--- config.mk ---
export PLATFORM = sky130hd
export DESIGN_NAME = threshold_pixel_classifier
export DESIGN_NICKNAME = d
export VERILOG_FILES = /design/src/rtl/threshold_pixel_classifier.sv
export SDC_FILE = /design/constraint.sdc
export NUM_CORES = 1
export LEC_CHECK = 0
export CORE_MARGIN = 4
export CORE_UTILIZATION = 55
export CTS_CLUSTER_DIAMETER = 40
export DETAILED_ROUTE_END_ITERATION = 10
export GPL_TIMING_DRIVEN = 0
export PLACE_DENSITY = 0.87
export SKIP_CTS_REPAIR_TIMING = 1
export SLEW_MARGIN = 10
export SYNTH_ARGS = -nofsm -noshare
export SYNTH_HDL_FRONTEND = slang
export SYNTH_SLANG_ARGS = --single-unit
--- constraint.sdc ---
create_clock -name clk -period 14.35 [get_ports clk]
set_input_delay 2.87 -clock clk [delete_from_list [all_inputs] [get_ports clk]]
set_output_delay 2.87 -clock clk [all_outputs]
set_load 0.005 [all_outputs]
--- src/rtl/threshold_pixel_classifier.sv ---
// threshold_pixel_classifier
//   Classifies each streamed pixel against two colour targets (red/blue thresholds per
//   target) in a 2-stage pipeline. It accumulates a match count and a bounding box per target
//   over each frame. On frame_end the per-frame results are published with a one-cycle
//   result_valid strobe.
//
// Ports
//   clk, reset                       clock, asynchronous active-high reset
//   frame_start, frame_end           frame delimiting strobes
//   pixel_valid, pixel_red/blue      pixel qualifier and colour channels
//   pixel_x, pixel_y                 pixel coordinates
//   red/blue_threshold_1/2           per-target thresholds, sampled on frame_start
//   result_valid                     one-cycle strobe: result outputs updated
//   found_k, count_k                 target k seen / saturating match count
//   min/max_x/y_k                    bounding box of target k matches
module threshold_pixel_classifier #(
  parameter int unsigned DATA_W  = 10,
  parameter int unsigned COORD_W = 10,
  parameter int unsigned COUNT_W = 20
) (
  input  logic               clk,
  input  logic               reset,
  input  logic               frame_start,
  input  logic               frame_end,
  input  logic               pixel_valid,
  input  logic [DATA_W-1:0]  pixel_red,
  input  logic [DATA_W-1:0]  pixel_blue,
  input  logic [COORD_W-1:0] pixel_x,
  input  logic [COORD_W-1:0] pixel_y,
  input  logic [DATA_W-1:0]  red_threshold_1,
  input  logic [DATA_W-1:0]  blue_threshold_1,
  input  logic [DATA_W-1:0]  red_threshold_2,
  input  logic [DATA_W-1:0]  blue_threshold_2,
  output logic               result_valid,
  output logic               found_1,
  output logic               found_2,
  output logic [COUNT_W-1:0] count_1,
  output logic [COUNT_W-1:0] count_2,
  output logic [COORD_W-1:0] min_x_1,
  output logic [COORD_W-1:0] max_x_1,
  output logic [COORD_W-1:0] min_y_1,
  output logic [COORD_W-1:0] max_y_1,
  output logic [COORD_W-1:0] min_x_2,
  output logic [COORD_W-1:0] max_x_2,
  output logic [COORD_W-1:0] min_y_2,
  output logic [COORD_W-1:0] max_y_2
);

  localparam logic [COUNT_W-1:0] CountMax = '1;
  localparam logic [COORD_W-1:0] CoordMax = '1;

  // Held thresholds, index 0 = target 1, index 1 = target 2
  logic [DATA_W-1:0] held_red_q  [2];
  logic [DATA_W-1:0] held_blue_q [2];
  logic [DATA_W-1:0] live_red    [2];
  logic [DATA_W-1:0] live_blue   [2];
  logic [DATA_W-1:0] thr_red     [2];
  logic [DATA_W-1:0] thr_blue    [2];
  logic [1:0]        match;

  // Stage 1 registers
  logic               s1_valid_q;
  logic               s1_eof_q;
  logic [COORD_W-1:0] s1_x_q;
  logic [COORD_W-1:0] s1_y_q;
  logic [1:0]         s1_match_q;

  // Stage 2 accumulators and their next state (accumulator plus the s1 pixel)
  logic [COUNT_W-1:0] acc_count_q [2];
  logic [COORD_W-1:0] acc_min_x_q [2];
  logic [COORD_W-1:0] acc_max_x_q [2];
  logic [COORD_W-1:0] acc_min_y_q [2];
  logic [COORD_W-1:0] acc_max_y_q [2];
  logic [COUNT_W-1:0] acc_count_d [2];
  logic [COORD_W-1:0] acc_min_x_d [2];
  logic [COORD_W-1:0] acc_max_x_d [2];
  logic [COORD_W-1:0] acc_min_y_d [2];
  logic [COORD_W-1:0] acc_max_y_d [2];

  // Published results
  logic               res_valid_q;
  logic [1:0]         res_found_q;
  logic [COUNT_W-1:0] res_count_q [2];
  logic [COORD_W-1:0] res_min_x_q [2];
  logic [COORD_W-1:0] res_max_x_q [2];
  logic [COORD_W-1:0] res_min_y_q [2];
  logic [COORD_W-1:0] res_max_y_q [2];

  assign live_red[0]  = red_threshold_1;
  assign live_red[1]  = red_threshold_2;
  assign live_blue[0] = blue_threshold_1;
  assign live_blue[1] = blue_threshold_2;

  // The frame_start pixel already belongs to the new frame, so it sees the live thresholds.
  always_comb begin
    for (int k = 0; k < 2; k++) begin
      thr_red[k]  = frame_start ? live_red[k]  : held_red_q[k];
      thr_blue[k] = frame_start ? live_blue[k] : held_blue_q[k];
      match[k]    = (pixel_red >= thr_red[k]) && (pixel_blue >= thr_blue[k]);
    end
  end

  always_ff @(posedge clk or posedge reset) begin
    if (reset) begin
      for (int k = 0; k < 2; k++) begin
        held_red_q[k]  <= '0;
        held_blue_q[k] <= '0;
      end
    end else if (frame_start) begin
      for (int k = 0; k < 2; k++) begin
        held_red_q[k]  <= live_red[k];
        held_blue_q[k] <= live_blue[k];
      end
    end
  end

  always_ff @(posedge clk or posedge reset) begin
    if (reset) begin
      s1_valid_q <= 1'b0;
      s1_eof_q   <= 1'b0;
      s1_x_q     <= '0;
      s1_y_q     <= '0;
      s1_match_q <= '0;
    end else begin
      s1_valid_q <= pixel_valid;
      s1_eof_q   <= frame_end;
      s1_x_q     <= pixel_x;
      s1_y_q     <= pixel_y;
      s1_match_q <= pixel_valid ? match : 2'b00;
    end
  end

  always_comb begin
    for (int k = 0; k < 2; k++) begin
      acc_count_d[k] = acc_count_q[k];
      acc_min_x_d[k] = acc_min_x_q[k];
      acc_max_x_d[k] = acc_max_x_q[k];
      acc_min_y_d[k] = acc_min_y_q[k];
      acc_max_y_d[k] = acc_max_y_q[k];
      if (s1_valid_q && s1_match_q[k]) begin
        if (acc_count_q[k] != CountMax) acc_count_d[k] = acc_count_q[k] + COUNT_W'(1);
        if (s1_x_q < acc_min_x_q[k]) acc_min_x_d[k] = s1_x_q;
        if (s1_x_q > acc_max_x_q[k]) acc_max_x_d[k] = s1_x_q;
        if (s1_y_q < acc_min_y_q[k]) acc_min_y_d[k] = s1_y_q;
        if (s1_y_q > acc_max_y_q[k]) acc_max_y_d[k] = s1_y_q;
      end
    end
  end

  always_ff @(posedge clk or posedge reset) begin
    if (reset) begin
      res_valid_q <= 1'b0;
      res_found_q <= '0;
      for (int k = 0; k < 2; k++) begin
        acc_count_q[k] <= '0;
        acc_min_x_q[k] <= CoordMax;
        acc_max_x_q[k] <= '0;
        acc_min_y_q[k] <= CoordMax;
        acc_max_y_q[k] <= '0;
        res_count_q[k] <= '0;
        res_min_x_q[k] <= '0;
        res_max_x_q[k] <= '0;
        res_min_y_q[k] <= '0;
        res_max_y_q[k] <= '0;
      end
    end else begin
      res_valid_q <= s1_eof_q;
      for (int k = 0; k < 2; k++) begin
        if (s1_eof_q) begin
          // Publish including the closing pixel, then restart empty.
          res_found_q[k] <= (acc_count_d[k] != '0);
          res_count_q[k] <= acc_count_d[k];
          res_min_x_q[k] <= acc_min_x_d[k];
          res_max_x_q[k] <= acc_max_x_d[k];
          res_min_y_q[k] <= acc_min_y_d[k];
          res_max_y_q[k] <= acc_max_y_d[k];
          acc_count_q[k] <= '0;
          acc_min_x_q[k] <= CoordMax;
          acc_max_x_q[k] <= '0;
          acc_min_y_q[k] <= CoordMax;
          acc_max_y_q[k] <= '0;
        end else begin
          acc_count_q[k] <= acc_count_d[k];
          acc_min_x_q[k] <= acc_min_x_d[k];
          acc_max_x_q[k] <= acc_max_x_d[k];
          acc_min_y_q[k] <= acc_min_y_d[k];
          acc_max_y_q[k] <= acc_max_y_d[k];
        end
      end
    end
  end

  assign result_valid = res_valid_q;
  assign found_1      = res_found_q[0];
  assign found_2      = res_found_q[1];
  assign count_1      = res_count_q[0];
  assign count_2      = res_count_q[1];
  assign min_x_1      = res_min_x_q[0];
  assign max_x_1      = res_max_x_q[0];
  assign min_y_1      = res_min_y_q[0];
  assign max_y_1      = res_max_y_q[0];
  assign min_x_2      = res_min_x_q[1];
  assign max_x_2      = res_max_x_q[1];
  assign min_y_2      = res_min_y_q[1];
  assign max_y_2      = res_max_y_q[1];

endmodule
### Word level (Yosys, flattened, before mapping)

Cells that the tools add are included.

| cells by class | value |
|---|---|
| add/sub/neg operators | 2 |
| multiply operators | 0 |
| div/mod/pow operators | 0 |
| magnitude comparators | 12 |
| eq/ne operators | 2 |
| shifts and indexed selects | 0 |
| mux-type cells | 35 |
| bitwise logic cells | 0 |
| reduce and logical (&&, ||, !) cells | 6 |

Operators with widths:

| cell | count |
|---|---|
| $mux 10 | 28 |
| $mux 20 | 6 |
| $add 20x1->20 const B | 2 |
| $ge 10x10->1 | 4 |
| $gt 10x10->1 | 4 |
| $lt 10x10->1 | 4 |
| $ne 20x20->1 const B | 2 |
| $reduce_bool 20->1 | 2 |
| $logic_and 1x1->1 | 4 |
| $mux 2 | 1 |

| storage, ports and cells | value |
|---|---|
| register bits | 307 |
| bits in latches | 0 |
| RAM bits | 0 |
| bits in read-only memories | 0 |
| memories | 0 |

### Logic depth before layout (Yosys ltp)

Gate-level depths: netlist (run 1).

| logic depth | value |
|---|---|
| depth after elaboration | 4 |
| gate-level depth with buffers | 11 |

### Worst setup path before layout (run 1)

OpenSTA, ideal clock, no wires.

| timing | value |
|---|---|
| path kind | in2reg |
| start point | input frame_start |
| end point | register s1_match_q[0] |
| arrival | 5.221 ns |
| path slack | 8.991 ns |
| stages | 11 |
| path buffers | 2 |
| cell sequence | clkbuf_1 -> buf_1 -> mux2_2 -> ha_1 -> nand2b_1 -> a21o_1 -> a21oi_1 -> o21ai_0 -> a31o_2 -> a2111oi_0 -> nor4_1 |

| between the ends | value |
|---|---|
| longest elaborated chain between the ends | 4 |

Ends and longest elaborated chain:

| item | RTL line | RTL |
|---|---|---|
| start: declaration | 23 | `input logic frame_start,` |
| $mux 10, on equally long branches | 97, 98 |  |
| $ge 10x10->1 | 99 | `match[k] = (pixel_red >= thr_red[k]) && (pixel_blue >= thr_blue[k]);` |
| $logic_and 1x1->1 (*) | 99 |  |
| $mux 2 (*) | 129 | `s1_match_q <= pixel_valid ? match : 2'b00;` |
| end signal: assignment | 129 |  |
| end: declaration | 66 | `logic [1:0] s1_match_q;` |

Every way passes the cells marked *; elsewhere a longest branch is shown, timed or not.
A chain may end at the register's enable or synchronous reset.

### Worst setup path in the final report (run 1)

Ends and elaborated chain as after synthesis.

==> results_dict.tcl, run 1 <==
set metrics [dict create \
    fin_area_um2 20400 \
    cpMaxStageDelayCell "buf_1" \
    area_growth_pct 26.3 \
    syn-instance-count 1620 \
    cts_root_buffer "clkbuf_16" \
    cp_cell_sequence "clkbuf_1 -> buf_1 -> mux2_2 -> ha_1 -> nand2b_1 -> a21o_1 -> a21oi_1 -> o21ai_0 -> a31o_2 -> a2111oi_0 -> nor4_1" \
    rsz0062_at_grt "false" \
    clk_pin_slew_ns 0.06 \
    clockBufferDepth 3 \
    seqCellArea_um2 7730 \
    drt_iter0_drc 1397 \
    fp.dieH_um 179 \
    ir_worst_vdd_v 0.000100 \
    drtPass1Iterations 6 \
    grt_first_pass_wirelength_um 77000 \
    yosys_warnings 0 \
    hold_ws_ns 0.370 \
    drtAntennaViolNets 0 \
    status "completed" \
    setup_viol 0 \
    power.leakage_nw 9.37 \
    syn_avg_cell_area_um2 9.98 \
    antenna_found_initial 1 \
    htree_levels 2 \
    ys_ff_latch 307 \
    gp_congestion 0.941 \
    io_pins 208 \
    wire_per_inst_um 20.9 \
    fin_nets 2079 \
    place_area_um2 18800 \
    cp.required_ns 14.75 \
    min_period_ns 5.35 \
    synthArstFlopShare_pct 100 \
    cp-startpoint "frame_start" \
    r2r_start "s1_x_q[7]$_DFF_PP0_" \
    dp_hpwl_um 34000 \
    synth_seq_area_share_pct 47.8 \
    grt_start_max_net_pins 118 \
    clk_latency_ns 0.54 \
    dpl.cell_count 2213 \
    cts_tree "done" \
    cp-end-kind "register" \
    r2r_end "acc_min_x_q[14]$_DFF_PP1_" \
    drc 0 \
    worstSetupStartpointType "input port" \
    worst_pin_slew_ns 0.927 \
    crit_path_max_incr_delay_ns 0.59 \
    wl_um 47900 \
    initial_utilization_pct 56.0 \
    fin_cells 2295 \
    crit_fanout 10 \
    slew_headroom_pct 37.8 \
    core_um2 28900 \
    timing.fmax_mhz 187 \
    grt_pass1_vias 14651 \
    period_share_pct 37.3 \
    multi_input_area_um2 7470 \
    clkSinkCount 307 \
    maxCapViolations 0 \
    ys_types 66 \
    drv_slew 0 \
    crit_arrival_ns 5.75 \
    via_count 14147 \
    synth_edf_count 0 \
    tns_ns 0 \
    fill_cells 2069 \
    io_buffers 206 \
    row_count 62 \
    die_w_um 179 \
    skew_ns 0.0176 \
    layout-drive-gt1-share_pct 8.48 \
    synthFlopType "dfrtp_1" \
    overflow 0 \
    min_path_type "reg2reg" \
    cts_made_buffers 45 \
    hold_viol 0 \
    postLayoutCoreUtil_pct 70.8 \
    rrSetupSlack_ns 11.47 \
    cp-endpoint "s1_match_q[0]$_DFF_PP0_" \
    dieArea_um2 32200 \
    synth_area_um2 16200 \
    reg2reg_depth 7 \
    diodes 0 \
    via_per_inst 6.16 \
    setup.worst_path.class "in2reg" \
    p_per_area_nw_per_um2 121 \
    synth_nets 1823 \
    track_usage_pct 29.0 \
]
logic make-up (layout without fill, tap and decap cells):
group,Yosys count,count (layout),share of synthesized area (%)
simple gates,421,421,12.6
compound gates,421,421,17.6
xor+xnor,27,27,1.51
mux,87,87,5.44
buf+inv,239,530,5.91
flops,307,307,47.8
fa+ha+maj,118,118,9.14
placed cells by master, fill, tap and decap left out, types with 11 or more instances in the layout:
cell / count
dfrtp_1: 267
o2111ai_1: 42
nand3_1: 57
clkbuf_1: 80
o21ai_0: 68
a21o_1: 29
dfstp_2: 40
a21oi_1: 113
nand2b_1: 11
clkbuf_16: 47
clkdlybuf4s50_1: 206
xor2_1: 12
mux2i_1: 80
xnor2_1: 14
ha_1: 118
o211ai_1: 86
nand4_1: 18
nand2_1: 84
and4_1: 11
a41oi_1: 36
inv_1: 144
nor2_1: 162
and3_1: 21
sequential cells by signal, indices dropped and copies added (netlist names), 20 cells and up:
name / count
acc_max_x_q: 20
acc_min_y_q: 20
count_2: 20
acc_max_y_q: 20
count_1: 20
acc_count_q: 40
held_blue_q: 20
acc_min_x_q: 20
held_red_q: 20
metrics by stage:
step	worst slack (ns)	total power, W
after floorplan	3.06	0.00113
after global placement	-0.360	0.00127
after global routing	8.73	0.00255
after CTS	9.00	0.00247
final	9.00	0.00246
after detailed placement	8.49	0.00129
worst min path at each step:
| stage | slack (ns) | startpoint | cells after the start | to |
|---|---|---|---|---|
| after floorplan | 0.35 | s1_eof_q$_DFF_PP0_ | 0 | result_valid$_DFF_PP0_ |
| after global placement | 0.36 | s1_eof_q$_DFF_PP0_ | 0 | result_valid$_DFF_PP0_ |
| after detailed placement | 0.36 | s1_eof_q$_DFF_PP0_ | 0 | result_valid$_DFF_PP0_ |
| after CTS | 0.37 | s1_eof_q$_DFF_PP0_ | 0 | result_valid$_DFF_PP0_ |
| after global routing | 0.38 | s1_eof_q$_DFF_PP0_ | 0 | result_valid$_DFF_PP0_ |
| final | 0.37 | s1_eof_q$_DFF_PP0_ | 0 | result_valid$_DFF_PP0_ |
cell type report:
cell class | instances | share of cell area (%)
buffer | 93 | 1.99
clock buffer | 53 | 5.92
clock inverter | 29 | 2.03
inverter | 146 | 2.72
multi-input combinational | 1074 | 36.6
sequential | 307 | 37.9
tap | 384 | 2.35
timing repair buffer | 209 | 10.5
power by group:
group / internal [W] / leakage [nW] / switching, W / total, W
logic: 0.000147 / 4.81 / 0.000170 / 0.000317
clock network: 0.000744 / 0.789 / 0.000438 / 0.00118
registers: 0.000920 / 3.78 / 0.0000440 / 0.000964
total: 0.00181 / 9.37 / 0.000652 / 0.00246
worst max-delay path, delay by kind of cell:
| kind | cells | cell delay, ns |
|---|---|---|
| compound gates | 5 | 1.22 |
| fa+ha+maj | 1 | 0.26 |
| buf+inv | 2 | 0.71 |
| mux | 1 | 0.43 |
| simple gates | 2 | 0.25 |
synth_stat cells (all sizes together) (4+ instances only):
cell type / number / area share (%)
ha: 118 / 9.1
a21oi: 113 / 3.5
nor3b: 4 / 0.19
nand2: 84 / 2.0
nor2: 162 / 3.8
nand3: 58 / 1.9
o21a: 7 / 0.33
xnor2: 14 / 0.76
o21ba: 4 / 0.25
and2: 16 / 0.64
nor3: 10 / 0.34
nand4: 19 / 0.83
xor2: 13 / 0.75
clkbuf: 77 / 1.9
o21bai: 4 / 0.19
o21ai: 73 / 2.3
and3: 22 / 0.86
nor4: 4 / 0.15
inv: 145 / 3.4
mux2i: 80 / 5.0
mux2: 7 / 0.49
a41oi: 36 / 2.0
o211ai: 86 / 4.0
nand2b: 11 / 0.43
a31o: 4 / 0.22
a21o: 29 / 1.3
and4: 13 / 0.73
a211oi: 4 / 0.19
o2111ai: 42 / 2.3
dfrtp: 267 / 41
or3: 4 / 0.15
dfstp: 40 / 6.5
buf: 16 / 0.60
a31oi: 6 / 0.23
nor2b: 6 / 0.23
per-layer routing:
metal / part of all wire, % / vias up / global-route usage [%]
li1: - / 6363 / -
met1: 38 / 6925 / 34.6
met2: 48 / 688 / 50.3
met3: 9.5 / 169 / 7.92
met4: 4.3 / 2 / 11.3
met5: 0.038 / - / 0
No activity file was read; power rests on OpenSTA's default activity.
==> run 2, diff against run 1 <==
- CORE_UTILIZATION: 55 -> 51
- PLACE_DENSITY: 0.87 -> 0.85
- clock period: 14.35 -> 4.75 ns (I/O delays scaled with it)
==> results_dict.tcl, run 2 (synthesis results as in run 1) <==
set metrics [dict create \
    grt_start_max_net_pins 40 \
    r2r_end "acc_min_x_q[4]$_DFF_PP1_" \
    slew_headroom_pct 39.1 \
    clk_latency_ns 0.53 \
    crit_arrival_ns 3.81 \
    cts_made_buffers 44 \
    timing.fmax_mhz 291 \
    wl_um 47600 \
    initial_utilization_pct 52.3 \
    wire_per_inst_um 20.6 \
    core_um2 30900 \
    maxCapViolations 0 \
    overflow 0 \
    via_count 14011 \
    tns_ns 0 \
    io_pins 208 \
    fin_cells 2311 \
    cts_root_buffer "clkbuf_16" \
    diodes 0 \
    critical_path.top_delay_family "compound AO/OA/AOI/OAI gates" \
    min_path_type "reg2reg" \
    worst_pin_slew_ns 0.914 \
    via_per_inst 6.06 \
    reg2reg_depth 7 \
    crit_cells 11 \
    drc 0 \
    layout-drive-gt1-share_pct 8.77 \
    setup_viol 0 \
    hold_viol 0 \
    largest-register "acc_count_q" \
    min_period_ns 3.44 \
    gp_congestion 0.952 \
    htree_levels 2 \
    fp.dieH_um 186 \
    area_growth_pct 26.6 \
    grt_first_pass_wirelength_um 75600 \
    io_buffers 206 \
    setup.worst_path.class "in2reg" \
    post-place-ws_ns 0.822 \
    multi_input_area_um2 7470 \
    ir_worst_vdd_v 0.000308 \
    cp-startpoint "frame_start" \
    fill_cells 2312 \
    cts_tree "done" \
    rsz0062_at_grt "false" \
    antenna_found_initial 0 \
    cp.required_ns 5.13 \
    clk_pin_slew_ns 0.05 \
    rrSetupSlack_ns 1.78 \
    drv_slew 0 \
    die_w_um 186 \
    crit_path_max_incr_delay_ns 0.66 \
    mostFrequentLayoutCell "dfrtp_1" \
    track_usage_pct 27.3 \
    row_count 64 \
    worst_slack_ns 1.31 \
    clockBufferDepth 3 \
    cp-endpoint "s1_match_q[0]$_DFF_PP0_" \
    power.leakage_nw 9.37 \
    r2r_start "s1_x_q[6]$_DFF_PP0_" \
    drtPass1Iterations 5 \
    clkSinkCount 307 \
    drtAntennaViolNets 0 \
    hold_ws_ns 0.480 \
    seqCellArea_um2 7730 \
    worstSetupStartpointType "input port" \
    period_share_pct 72.3 \
    dieArea_um2 34600 \
    cp_num_buf_inv 2 \
    place_area_um2 18900 \
    largest_reg_flops 40 \
    drt_iter0_drc 1122 \
    skew_ns 0.0186 \
    grt_pass1_vias 14529 \
    cp_cell_sequence "clkbuf_1 -> buf_1 -> mux2_2 -> ha_1 -> nand2b_1 -> a21o_1 -> a21oi_1 -> o21ai_0 -> a31o_2 -> a2111oi_0 -> nor4_1" \
    fin_nets 2084 \
    dp_hpwl_um 34600 \
    cp-end-kind "register" \
    p_per_area_nw_per_um2 357 \
    dpl.cell_count 2231 \
    fin_area_um2 20500 \
    final_cell_mix "dfrtp_1 (267), clkdlybuf4s50_1 (206), nor2_1 (162), inv_1 (144), ha_1 (118)" \
    crit_fanout 10 \
    cpMaxStageDelayCell "buf_1" \
    status "completed" \
]
-- run 2: changes by cell type in the layout (fill, tap and decap cells not counted) --
cell,delta
buf_12,+8
clkinvlp_4,+5
clkbuf_8,+4
buf_16,-2
bufinv_16,-2
clkbuf_1,-2
clkbuf_16,-2
clkinv_8,-2
clkinv_2,-1
clkinv_4,-1
inv_6,-1
-- run 2: layout make-up --
class	count	area share [%]
plain buffers	93	1.99
clock buffers	53	5.90
inverters	146	2.70
multi-input cells	1074	36.5
repair buffers	215	11.0
flip-flops and latches	307	37.8
well taps	396	2.42
clock inverters	27	1.67
-- run 2: worst min-delay path by stage --
stage	depth (start not counted)	to	start
after global placement	2	held_blue_q[13]$_DFFE_PP0P_	held_blue_q[13]$_DFFE_PP0P_
after floorplan	0	result_valid$_DFF_PP0_	s1_eof_q$_DFF_PP0_
after CTS	2	held_red_q[11]$_DFFE_PP0P_	held_red_q[11]$_DFFE_PP0P_
final	2	held_red_q[11]$_DFFE_PP0P_	held_red_q[11]$_DFFE_PP0P_
after global routing	1	count_1[2]$_DFFE_PP0P_	count_1[2]$_DFFE_PP0P_
after detailed placement	1	count_1[2]$_DFFE_PP0P_	count_1[2]$_DFFE_PP0P_
-- run 2: power breakdown --
part	total (W)	internal, W	switching, W	leakage (nW)
logic	0.000969	0.000452	0.000516	4.85
registers	0.00291	0.00278	0.000131	3.78
clock network	0.00342	0.00212	0.00130	0.742
total	0.00730	0.00536	0.00194	9.37
-- run 2: worst register-to-register path, delay by kind of cell (launching register included) --
kind                       cells  cell delay [ns]
and+or+nand+nor                1             0.17
adders and majority gates      1             0.39
buffers and inverters          1             0.46
AOI/OAI and AO/OA              4             1.28
DFF                            1             0.57
-- run 2: through the flow --
stage / total power [W] / utilization (%)
floorplan: 0.00341 / -
global placement: 0.00384 / 60.6
detailed placement: 0.00391 / 61.2
CTS: 0.00733 / 66.2
global route: 0.00757 / 66.2
finish: 0.00730 / 66.2
-- run 2: metal layers --
| metal | routed length [um] | GRT usage, % | up-vias |
|---|---|---|---|
| met2 | 22700 | 45.4 | 703 |
| met1 | 17800 | 33.0 | 6757 |
| met3 | 4880 | 8.07 | 203 |
| li1 | - | - | 6348 |
| met4 | 2290 | 12.4 | 0 |
| met5 | 0 | 0 | - |
==> RTL change (config.mk and constraints of run 2) <==
Change the parameter `COORD_W` from 10 to 20.
--- a/src/rtl/threshold_pixel_classifier.sv
+++ b/src/rtl/threshold_pixel_classifier.sv
@@ -16,5 +16,5 @@
 module threshold_pixel_classifier #(
   parameter int unsigned DATA_W  = 10,
-  parameter int unsigned COORD_W = 10,
+  parameter int unsigned COORD_W = 20,
   parameter int unsigned COUNT_W = 20
 ) (
Interface: changed (10 resized); port bits go from 208 to 308. No check against the original RTL was run, so the function may have changed too.
==> RTL change against run 2 <==
- sequential power up 57%
- maximum frequency up 6.6%
- register-to-register slack worse by 0.25 ns
- clock power up 61%
- power up 56%
- setup slack better by 0.21 ns
- combinational power up 32%
- final cell count up 49%
- wire length up 51%
- synthesized area up 52%
- sequential cell count up 180
- design area up 52%
==> RTL change: results <==
{
  "status": "finished clean",
  "fillerInstances": 3516,
  "synth.distinct_cells": 65,
  "synth_compound_area_frac": 0.117,
  "ys_warn_count": 0,
  "cts-root-buf": "clkbuf_16",
  "grt_use_met2": 0.452,
  "synth-xor-area-share": 0.00995,
  "h-tree-depth": 3,
  "max_slew.worst_pin.slew_ns": 1.11,
  "num-nets-final": 3059,
  "worst_ir_drop_vdd_mv": 0.293,
  "min_path_cells": 2,
  "first_global_vias": 21000,
  "place_congestion": 0.912,
  "postSynth.asyncResetShare": 1.00,
  "globalRouteMet3Util": 0.0691,
  "netlist_top_cells_area": "dfrtp_1 (42%), ha_1 (10%), mux2i_1 (8.9%), dfstp_2 (8.6%), inv_1 (3.9%)",
  "timing.critical_path.arrival_ns": 3.65,
  "leakagePower_nw": 14.7,
  "synth.mux.area_fraction": 0.0918,
  "totalWireLength_um": 72000,
  "io_buffer_count": 306,
  "antenna_found_initial": 3,
  "share_of_the_yosys_chip_area_belonging_to_registers": 0.501,
  "path_category_of_the_worst_min_delay_check": "register to register",
  "drt_iter0_drc": 1668,
  "synth_nets": 2664,
  "setup_clock_skew_after_layout_ns": 0.0353,
  "dpl_cell_area_um2": 28600,
  "detailed_place_hpwl_um": 52300,
  "clock_insertion_delay_at_the_later_pin_of_the_skew_report_ns": 0.61,
  "grtUsageMet1": 0.357,
  "synth.top_cells.by_count": "dfrtp_1 (407), inv_1 (254), nor2_1 (254)",
  "number_of_cts_inserted_buffers": 73,
  "routed_via_density": 5.80,
  "globalRouteTotalUtil": 0.278,
  "maximum_number_of_pins_on_one_net_before_global_route_repair": 42,
  "first_pass_iteration_count_of_the_detailed_router": 6,
  "final_layout_size_suffix_gt1_frac": 0.0913,
  "synthAdderAreaFrac": 0.101,
  "dpl_worst_slack_ns": 1.01,
  "grt_pass1_wl_um": 113000,
  "synth_top_cell_area_share": 0.416,
  "worst-path-max-fanout": 10,
  "cts_buffer_depth": 3,
  "clock_slew_at_the_register_clock_pins_of_the_worst_setup_and_hold_paths_ns": 0.06,
  "worst-r2r-cell-count": 8
}
-- RTL change: changes by cell type in the layout (fill, tap and decap cells not counted), moves of 82 or more --
cell and delta:
nor2_1 +92, mux2i_1 +137, inv_1 +109, clkdlybuf4s50_1 +100, dfrtp_1 +140, nand2b_1 +82
-- RTL change: area by class of cell --
type | instances | share of cell area
antenna | 3 | 0.000241
buffer | 114 | 0.0150
clock buffer | 88 | 0.0637
clock inverter | 45 | 0.0171
inverter | 254 | 0.0307
multi-input combinational | 1506 | 0.347
sequential | 487 | 0.394
tap | 615 | 0.0247
timing repair buffer | 320 | 0.108
-- RTL change: final timing paths --
kind / slack [ns] / start / end
setup / recovery: 1.53 / s1_x_q[11] / min_x_1[9]
hold / removal: 0.49 / held_blue_q[8] / held_blue_q[8]
setup reg to reg: 1.53 / s1_x_q[11] / min_x_1[9]
hold reg to reg: 0.49 / held_blue_q[8] / held_blue_q[8]
max in group asynchronous: 2.50 / reset / held_blue_q[7]
min in group asynchronous: 0.83 / reset / count_2[9]
-- RTL change: metal layers --
layer / routed length [µm] / part of all wire
met2: 34000 / 0.47
met4: 3250 / 0.045
met1: 29000 / 0.40
met3: 5820 / 0.081
met5: 0 / 0
-- RTL change: critical path, stage by stage, from the launching register on --
cell and delay (ns):
dfrtp_1 0.58, ha_1 0.33, or4_1 0.54, a21oi_2 0.14, o211ai_2 0.16, a2111oi_4 0.40
buf_6 0.24, mux2i_1 0.48, a21oi_1 0.16
-- RTL change: power by group --
| group | total, mW | switching [mW] | leakage, nW | internal, mW |
|---|---|---|---|---|
| Clock | 5.52 | 2.06 | 1.22 | 3.46 |
| Combinational | 1.28 | 0.670 | 7.62 | 0.606 |
| Sequential | 4.57 | 0.198 | 5.83 | 4.37 |
| Total | 11.4 | 2.93 | 14.7 | 8.43 |
-- RTL change: logic make-up (layout without fill, tap and decap cells) --
group / after synthesis / in the layout
simple gates: 592 / 592
flops: 487 / 487
fa+ha+maj: 198 / 198
xor+xnor: 27 / 27
compound gates: 465 / 465
mux: 224 / 224
buf+inv: 368 / 821
other cells: 0 / 3
-- RTL change: through the flow --
step	power (mW)	hold slack (ns)	instances	util
after floorplan	5.23	0.413	2361	-
after global placement	5.81	0.466	3282	0.595
after detailed placement	5.89	0.474	3296	0.601
after CTS	11.4	0.491	3429	0.654
after global routing	11.8	0.508	3429	0.654
final	11.4	0.487	3432	0.654
